File: src/rtl/fp_subtractor_seq.sv
// Multi-cycle IEEE-754 single-precision subtractor (A - B), truncating, no special values.
// Walks IDLE -> ALIGN -> ADD -> NORM -> DONE with a valid/ready handshake on each side.
module fp_subtractor_seq (
  input  logic        clk,
  input  logic        rst,
  input  logic        in_valid,
  output logic        in_ready,
  input  logic [31:0] A,
  input  logic [31:0] B,
  output logic        out_valid,
  input  logic        out_ready,
  output logic [31:0] diff,
  output logic        overflow,
  output logic        underflow,
  output logic        busy
);

  typedef enum logic [2:0] {
    IDLE  = 3'd0,
    ALIGN = 3'd1,
    ADD   = 3'd2,
    NORM  = 3'd3,
    DONE  = 3'd4
  } state_t;

  state_t      state_r;
  logic        sign_a_r;
  logic        sign_b_r;
  logic [7:0]  exp_a_r;
  logic [7:0]  exp_b_r;
  logic [24:0] man_a_r;
  logic [24:0] man_b_r;
  logic [4:0]  shift_cnt_r;
  logic        res_sign_r;
  logic [7:0]  res_exp_r;
  logic [24:0] res_man_r;
  logic [31:0] diff_r;
  logic        overflow_r;
  logic        underflow_r;
  logic        in_ready_r;
  logic        out_valid_r;
  logic        busy_r;

  logic        a_zero_s;
  logic        b_zero_s;
  logic [8:0]  exp_inc_s;

  // Operand zero detection and the widened exponent used for the right-normalise step
  always_comb begin
    a_zero_s  = (A[30:0] == 31'd0);
    b_zero_s  = (B[30:0] == 31'd0);
    exp_inc_s = {1'b0, res_exp_r} + 9'd1;
  end

  // Main sequencer: datapath registers and registered handshake outputs move together
  always_ff @(posedge clk or posedge rst) begin
    if (rst) begin
      state_r     <= IDLE;
      sign_a_r    <= 1'b0;
      sign_b_r    <= 1'b0;
      exp_a_r     <= 8'd0;
      exp_b_r     <= 8'd0;
      man_a_r     <= 25'd0;
      man_b_r     <= 25'd0;
      shift_cnt_r <= 5'd0;
      res_sign_r  <= 1'b0;
      res_exp_r   <= 8'd0;
      res_man_r   <= 25'd0;
      diff_r      <= 32'd0;
      overflow_r  <= 1'b0;
      underflow_r <= 1'b0;
      in_ready_r  <= 1'b1;
      out_valid_r <= 1'b0;
      busy_r      <= 1'b0;
    end else begin
      case (state_r)
        IDLE: begin
          if (in_valid) begin
            // Subtraction is done as A + (-B), so the subtrahend sign flips here
            sign_a_r    <= A[31];
            sign_b_r    <= ~B[31];
            exp_a_r     <= A[30:23];
            exp_b_r     <= B[30:23];
            man_a_r     <= {2'b01, A[22:0]};
            man_b_r     <= {2'b01, B[22:0]};
            shift_cnt_r <= 5'd0;
            overflow_r  <= 1'b0;
            underflow_r <= 1'b0;
            in_ready_r  <= 1'b0;
            busy_r      <= 1'b1;
            if (a_zero_s || b_zero_s) begin
              if (a_zero_s && b_zero_s) begin
                diff_r <= 32'd0;
              end else if (a_zero_s) begin
                diff_r <= {~B[31], B[30:0]};
              end else begin
                diff_r <= A;
              end
              out_valid_r <= 1'b1;
              state_r     <= DONE;
            end else begin
              state_r <= ALIGN;
            end
          end
        end

        ALIGN: begin
          if (exp_a_r == exp_b_r) begin
            state_r <= ADD;
          end else if (exp_a_r > exp_b_r) begin
            shift_cnt_r <= shift_cnt_r + 5'd1;
            if (shift_cnt_r == 5'd24) begin
              man_b_r <= 25'd0;
              exp_b_r <= exp_a_r;
              state_r <= ADD;
            end else begin
              man_b_r <= man_b_r >> 1;
              exp_b_r <= exp_b_r + 8'd1;
              if (exp_b_r + 8'd1 == exp_a_r) begin
                state_r <= ADD;
              end
            end
          end else begin
            shift_cnt_r <= shift_cnt_r + 5'd1;
            if (shift_cnt_r == 5'd24) begin
              man_a_r <= 25'd0;
              exp_a_r <= exp_b_r;
              state_r <= ADD;
            end else begin
              man_a_r <= man_a_r >> 1;
              exp_a_r <= exp_a_r + 8'd1;
              if (exp_a_r + 8'd1 == exp_b_r) begin
                state_r <= ADD;
              end
            end
          end
        end

        ADD: begin
          res_exp_r <= exp_a_r;
          if (sign_a_r == sign_b_r) begin
            res_man_r  <= man_a_r + man_b_r;
            res_sign_r <= sign_a_r;
            state_r    <= NORM;
          end else if (man_a_r > man_b_r) begin
            res_man_r  <= man_a_r - man_b_r;
            res_sign_r <= sign_a_r;
            state_r    <= NORM;
          end else if (man_b_r > man_a_r) begin
            res_man_r  <= man_b_r - man_a_r;
            res_sign_r <= sign_b_r;
            state_r    <= NORM;
          end else begin
            diff_r      <= 32'd0;
            out_valid_r <= 1'b1;
            state_r     <= DONE;
          end
        end

        NORM: begin
          if (res_man_r[24]) begin
            if (exp_inc_s >= 9'h0FF) begin
              diff_r     <= {res_sign_r, 8'hFF, 23'd0};
              overflow_r <= 1'b1;
            end else begin
              diff_r <= {res_sign_r, exp_inc_s[7:0], res_man_r[23:1]};
            end
            out_valid_r <= 1'b1;
            state_r     <= DONE;
          end else if (!res_man_r[23]) begin
            // Another left shift would push the exponent below 1
            if (res_exp_r <= 8'd1) begin
              diff_r      <= 32'd0;
              underflow_r <= 1'b1;
              out_valid_r <= 1'b1;
              state_r     <= DONE;
            end else begin
              res_man_r <= res_man_r << 1;
              res_exp_r <= res_exp_r - 8'd1;
            end
          end else begin
            if (res_exp_r == 8'hFF) begin
              diff_r     <= {res_sign_r, 8'hFF, 23'd0};
              overflow_r <= 1'b1;
            end else begin
              diff_r <= {res_sign_r, res_exp_r, res_man_r[22:0]};
            end
            out_valid_r <= 1'b1;
            state_r     <= DONE;
          end
        end

        DONE: begin
          if (out_ready) begin
            out_valid_r <= 1'b0;
            in_ready_r  <= 1'b1;
            busy_r      <= 1'b0;
            state_r     <= IDLE;
          end
        end

        default: begin
          out_valid_r <= 1'b0;
          in_ready_r  <= 1'b1;
          busy_r      <= 1'b0;
          state_r     <= IDLE;
        end
      endcase
    end
  end

  assign in_ready  = in_ready_r;
  assign out_valid = out_valid_r;
  assign diff      = diff_r;
  assign overflow  = overflow_r;
  assign underflow = underflow_r;
  assign busy      = busy_r;

endmodule

File: config.mk
export PLATFORM = sky130hd
export DESIGN_NAME = fp_subtractor_seq
export DESIGN_NICKNAME = d
export VERILOG_FILES = /design/src/rtl/fp_subtractor_seq.sv
export SDC_FILE = /design/constraint.sdc
export NUM_CORES = 1
export LEC_CHECK = 0
export ABC_AREA = 1
export BUFFER_PORTS_ARGS = -buffer_cell sky130_fd_sc_hd__buf_2
export CAP_MARGIN = 10
export CORE_MARGIN = 3
export CORE_UTILIZATION = 60
export DETAILED_ROUTE_END_ITERATION = 8
export PLACE_DENSITY_LB_ADDON = 0.1
export SLEW_MARGIN = 5
export SYNTH_ARGS = -nofsm -noshare
export SYNTH_HDL_FRONTEND = slang
export SYNTH_SLANG_ARGS = --single-unit
File: constraint.sdc
create_clock -name clk -period 6.3 [get_ports clk]
set_input_delay 1.26 -clock clk [delete_from_list [all_inputs] [get_ports clk]]
set_output_delay 1.26 -clock clk [all_outputs]
set_load 0.02 [all_outputs]
Word level (Yosys, flattened, before mapping)

Cells that the tools add are included.

Bitwise operators: 3
Magnitude comparators: 5
Multiply operators: 0
Reduce and logical (&&, ||, !) cells: 26
Shifts and indexed selects: 0
Add/subtract/negate cells: 8
Muxes and demuxes: 89
Div/mod/pow operators: 0
Equal/unequal tests: 30

Operators by type and width:

| kind                | count |
|---|---|
| $mux 32             | 10 |
| $mux 25             | 10 |
| $pmux 25 s2         | 3 |
| $mux 24             | 4 |
| $pmux 32 s3         | 1 |
| $mux 8              | 11 |
| $logic_not 31->1    | 2 |
| $mux 31             | 2 |
| $gt 25x25->1        | 2 |
| $sub 25x25->25      | 2 |
| $pmux 8 s2          | 3 |
| $mux 3              | 15 |
| $ne 2x2->1 const B  | 13 |
| $add 25x25->25      | 1 |
| $eq 8x8->1          | 3 |
| $mux 1              | 21 |
| $reduce_and 5->1    | 4 |
| $add 8x1->8 const B | 2 |
| $pmux 3 s5          | 1 |
| $reduce_and 4->1    | 3 |
| $mux 5              | 2 |
| $ne 5x5->1 const B  | 2 |
| $pmux 5 s2          | 1 |
| $add 8x1->9 const B | 1 |
| 27 further kinds    | 42 |

Input port bits: 68
Flip-flop bits (word level): 147
Memories kept: 0
Memory bits (read-only): 0
Word-level logic and storage cells: 180
Output and inout bits: 37
Latch bits: 0
Bits in writable memories: 0

Logic depth before layout (Yosys ltp)

Depth after elaboration: 7
Mapped depth: 21
Depth with buffers taken out: 20

Least setup slack after synthesis

OpenSTA, ideal clock, no wires.

Path type: input to register
From: in A[7]
To: reg diff_r[10] (netlist: diff[10])
Arrival: 2.656 ns
Library setup time: 0.065 ns
Path buffers: 1
Cell stages on the path: 10
Required time: 6.235 ns
Slack: 3.579 ns
Cells stage by stage: nor4_1 nand4_1 nor2_1 inv_1 nand3_1 nand2_2 nor2_4 clkbuf_1 nand3_1 nand2_1

Word-level cells in the longest chain between the ends: 6
Elaborated cells between the ends (all ways): 10
Classes of those cells: 1 x eq/ne; 5 x mux; 4 x reduce/logical

Ends and longest elaborated chain:

| what                                         | RTL line | RTL |
|---|---|---|
| start, declared                              | 8        | `input logic [31:0] A,` |
| $logic_not 31->1 *                           | 50       | `a_zero_s = (A[30:0] == 31'd0);` |
| $mux 32 or $logic_and 1x1->1 (tied branches) | 94, 92   |  |
| $mux 32                                      | 92       | `if (a_zero_s && b_zero_s) begin` |
| $mux 32                                      | 91       | `if (a_zero_s \|\| b_zero_s) begin` |
| $mux 32                                      | 78       | `if (in_valid) begin` |
| $pmux 32 s3                                  | 76       | `case (state_r)` |
| end signal, assigned                         | 95       | `diff_r <= {~B[31], B[30:0]};` |
| end signal, assigned                         | 163      | `diff_r <= {res_sign_r, 8'hFF, 23'd0};` |
| end signal, assigned                         | 166      | `diff_r <= {res_sign_r, exp_inc_s[7:0], res_man_r[23:1]};` |
| end, declared                                | 37       | `logic [31:0] diff_r;` |

Mark *: on every way between the ends. The rest lies on a longest branch, timed or not. The select of a mux whose other input is x is not followed.
A chain may end at the register's enable or synchronous reset.

Final worst setup path

From: in A[24]
To: reg diff_r[25] (netlist: diff[25])

The elaborated chain is that of the path after synthesis.

==> flow_metrics.env <==
export IMPL_status="complete, no violations"
export IMPL_synth_seq_cells=145
export IMPL_final_common_cell="nand2_1"
export IMPL_layout_drive_gt1_share_pct=9.032
export IMPL_ios=105
export IMPL_timing_final_hold_violations=0
export IMPL_hpwl_um=41720
export IMPL_track_usage_pct=41.05
export IMPL_ys_types=55
export IMPL_final_nets=2615
export IMPL_maxSlewViolCount=0
export IMPL_cp_buffers_inverters=3
export IMPL_cts_max_path_buffers=2
export IMPL_clkLatencyLatePin_ps=440
export IMPL_fin_crit_sh_pct=73.55
export IMPL_yosys_warnings=0
export IMPL_antenna_found_initial=2
export IMPL_wire_per_inst_um=19.59
export IMPL_post_cts_buffers=0
export IMPL_reg2reg_from="man_a_r[17]"
export IMPL_drt_total_wl_um=54630
export IMPL_tightest_slew_ps=1320
export IMPL_ctsHoldBuffers=0
export IMPL_grt_first_pass_wirelength_um=84110
export IMPL_synthesis_nets=2574
export IMPL_max_stage_delay_ps=1090
export IMPL_place_gp_congestion=1.044
export IMPL_skew_ps=17.33
export IMPL_slew_headroom_pct=11.19
export IMPL_yosysSeqAreaShare_pct=24.87
export IMPL_synthCells=2415
export IMPL_synth_edf_count=0
export IMPL_synth_main_ff_cell="dfrtp_1"
export IMPL_syn_cell_area_um2=14590
export IMPL_setup_violations=0
export IMPL_tns_ps=0
export IMPL_drt_iter0_markers=2226
export IMPL_synth_async_reset_ratio_pct=100.0
export IMPL_h_tree_depth=4
export IMPL_io_buffers=104
export IMPL_dieArea_um2=26230
export IMPL_timing_fmax_mhz=215.8
export IMPL_end_kind="register"
export IMPL_maxCapViolations=0
export IMPL_cp_slowest_cell="nor4_1"
export IMPL_rows=56
export IMPL_crit_chain="buf_2 > nor4_1 > nand4_1 > nor2_1 > inv_1 > buf_4 > nand3_1 > nand2_2 > nor2_4 > nand2_8 > nand2_1 > o21ai_1"
export IMPL_grt_overflow_total=0
export IMPL_startpoint_type="input port"
export IMPL_worst_path_max_fanout=43
export IMPL_layout_min_cycle_time_ps=4634
export IMPL_drc=0
export IMPL_cp_startpoint="A[24]"
export IMPL_postRouteAntennaNets=0
export IMPL_cts_buffers=17
export IMPL_cts_tree="built"
export IMPL_grt_max_degree=77
export IMPL_clkSinkCount=145
export IMPL_via_count=16550
export IMPL_die_y_um=162.0
export IMPL_start_util_pct=61.62
export IMPL_critPathKind="input port to register"
export IMPL_coreArea_um2=23680
export IMPL_syn_avg_cell_area_um2=6.043
export IMPL_critical_path_top_delay_family="simple AND/OR/NAND/NOR gates"
export IMPL_mostFrequentLayoutCells="nand2_1, inv_1, nand3_1, nor2_1, dfrtp_1"
export IMPL_critical_path_required_ps=6620
export IMPL_hold_class="register to register"
export IMPL_firstDrtPassIters=7
export IMPL_syn2layout_area_growth_pct=8.051
export IMPL_fp_dieW_um=162.0
export IMPL_rsz0062_at_grt="false"
export IMPL_via_per_inst=5.935
export IMPL_cts_root_buffer="clkbuf_16"
export IMPL_post_cts_resized=0
export IMPL_critPathArrivalTime_ps=4950
export IMPL_grt_pass1_vias=15330
export IMPL_path_clk_slew_ps=70
export IMPL_hp_start="in_ready"
per-layer routing:
| metal | vias up | share of wire, % | global-route usage (%) |
|---|---|---|---|
| li1 | 7736 | - | - |
| met3 | 256 | 9.5 | 6.886 |
| met1 | 7479 | 37 | 50.74 |
| met5 | - | 0.049 | 0 |
| met4 | 2 | 7.7 | 25.98 |
| met2 | 1079 | 45 | 66.76 |
area by class of cell:
type	instances	area, um^2
multi-input cells	1814	9124
clock inverters	12	181.4
inverters	360	1359
well taps	319	399.1
clock buffers	20	446.7
diodes	1	2.502
flip-flops and latches	145	3630
repair buffers	118	625.6
fillers	2229	7915
tightest hold or removal path, cell delays in order, from the launching register on:
cell	delay [ps]
dfstp_2	370
nand2_1	50
nand2_1	40
stage by stage:
| step | util [%] | area [um^2] | hold slack, ps | std cells | setup WS (ps) |
|---|---|---|---|---|---|
| after floorplan | - | 14590 | 484.1 | 2415 | 1147 |
| after global placement | 63.92 | 15140 | 451.8 | 2756 | 1511 |
| after detailed placement | 63.92 | 15140 | 455.0 | 2756 | 1531 |
| after CTS | 66.57 | 15770 | 465.3 | 2788 | 1954 |
| after global routing | 66.57 | 15770 | 510.2 | 2788 | 1575 |
| final | 66.58 | 15770 | 465.0 | 2789 | 1666 |
cell families after synthesis:
kind of cell,synth area share [%]
AOI/OAI and AO/OA,12.75
xor gates and xnor gates,2.161
buffers and inverters,12.69
adders and majority gates,7.957
DFF,24.87
and+or+nand+nor,39.57
registers in the layout (all words and copies together), names as in the netlist:
register	flops
out_valid	1
sign_b_r	1
man_b_r	24
exp_a_r	8
busy	1
diff	32
in_ready	1
underflow	1
man_a_r	24
shift_cnt_r	5
overflow	1
res_exp_r	8
exp_b_r	8
res_sign_r	1
sign_a_r	1
state_r	3
res_man_r	25
worst paths after layout:
check | endpoint | slack (ps) | cells after the start
worst max-delay path | diff[25] | 1670 | 12
worst min-delay path | in_ready | 470 | 2
worst max register to register | res_man_r[7] | 2180 | 16
worst min register to register | in_ready | 470 | 2
max in group asynchronous | man_b_r[0] | 3950 | 3
min in group asynchronous | shift_cnt_r[0] | 920 | 2
synthesized netlist by cell type, types with 6 or more instances:
cell type | n | area (um^2)
buf_4 | 20 | 150.1
nor2_2 | 10 | 62.56
nand2_1 | 875 | 3284
ha_1 | 88 | 1101
dfrtp_1 | 144 | 3603
or2_2 | 7 | 43.79
nand4_1 | 40 | 250.2
o221ai_1 | 14 | 122.6
buf_2 | 20 | 100.1
nor2_4 | 7 | 78.83
o22ai_1 | 28 | 175.2
o21ai_0 | 111 | 555.5
a21oi_1 | 79 | 395.4
clkbuf_1 | 49 | 183.9
nand3_1 | 203 | 1016
inv_2 | 22 | 82.58
o211ai_1 | 28 | 210.2
a31oi_1 | 6 | 37.54
nor3_1 | 11 | 55.05
o21bai_1 | 11 | 82.58
inv_1 | 332 | 1246
o21a_1 | 8 | 60.06
nor2_1 | 172 | 645.6
nor4_1 | 11 | 68.82
o21ai_1 | 26 | 130.1
nand2_2 | 14 | 87.58
xor2_1 | 33 | 289.0
Power is left out: the tool's default activity adds up to more than one toggle a clock period on the data nets, which glitch-free logic cannot reach.
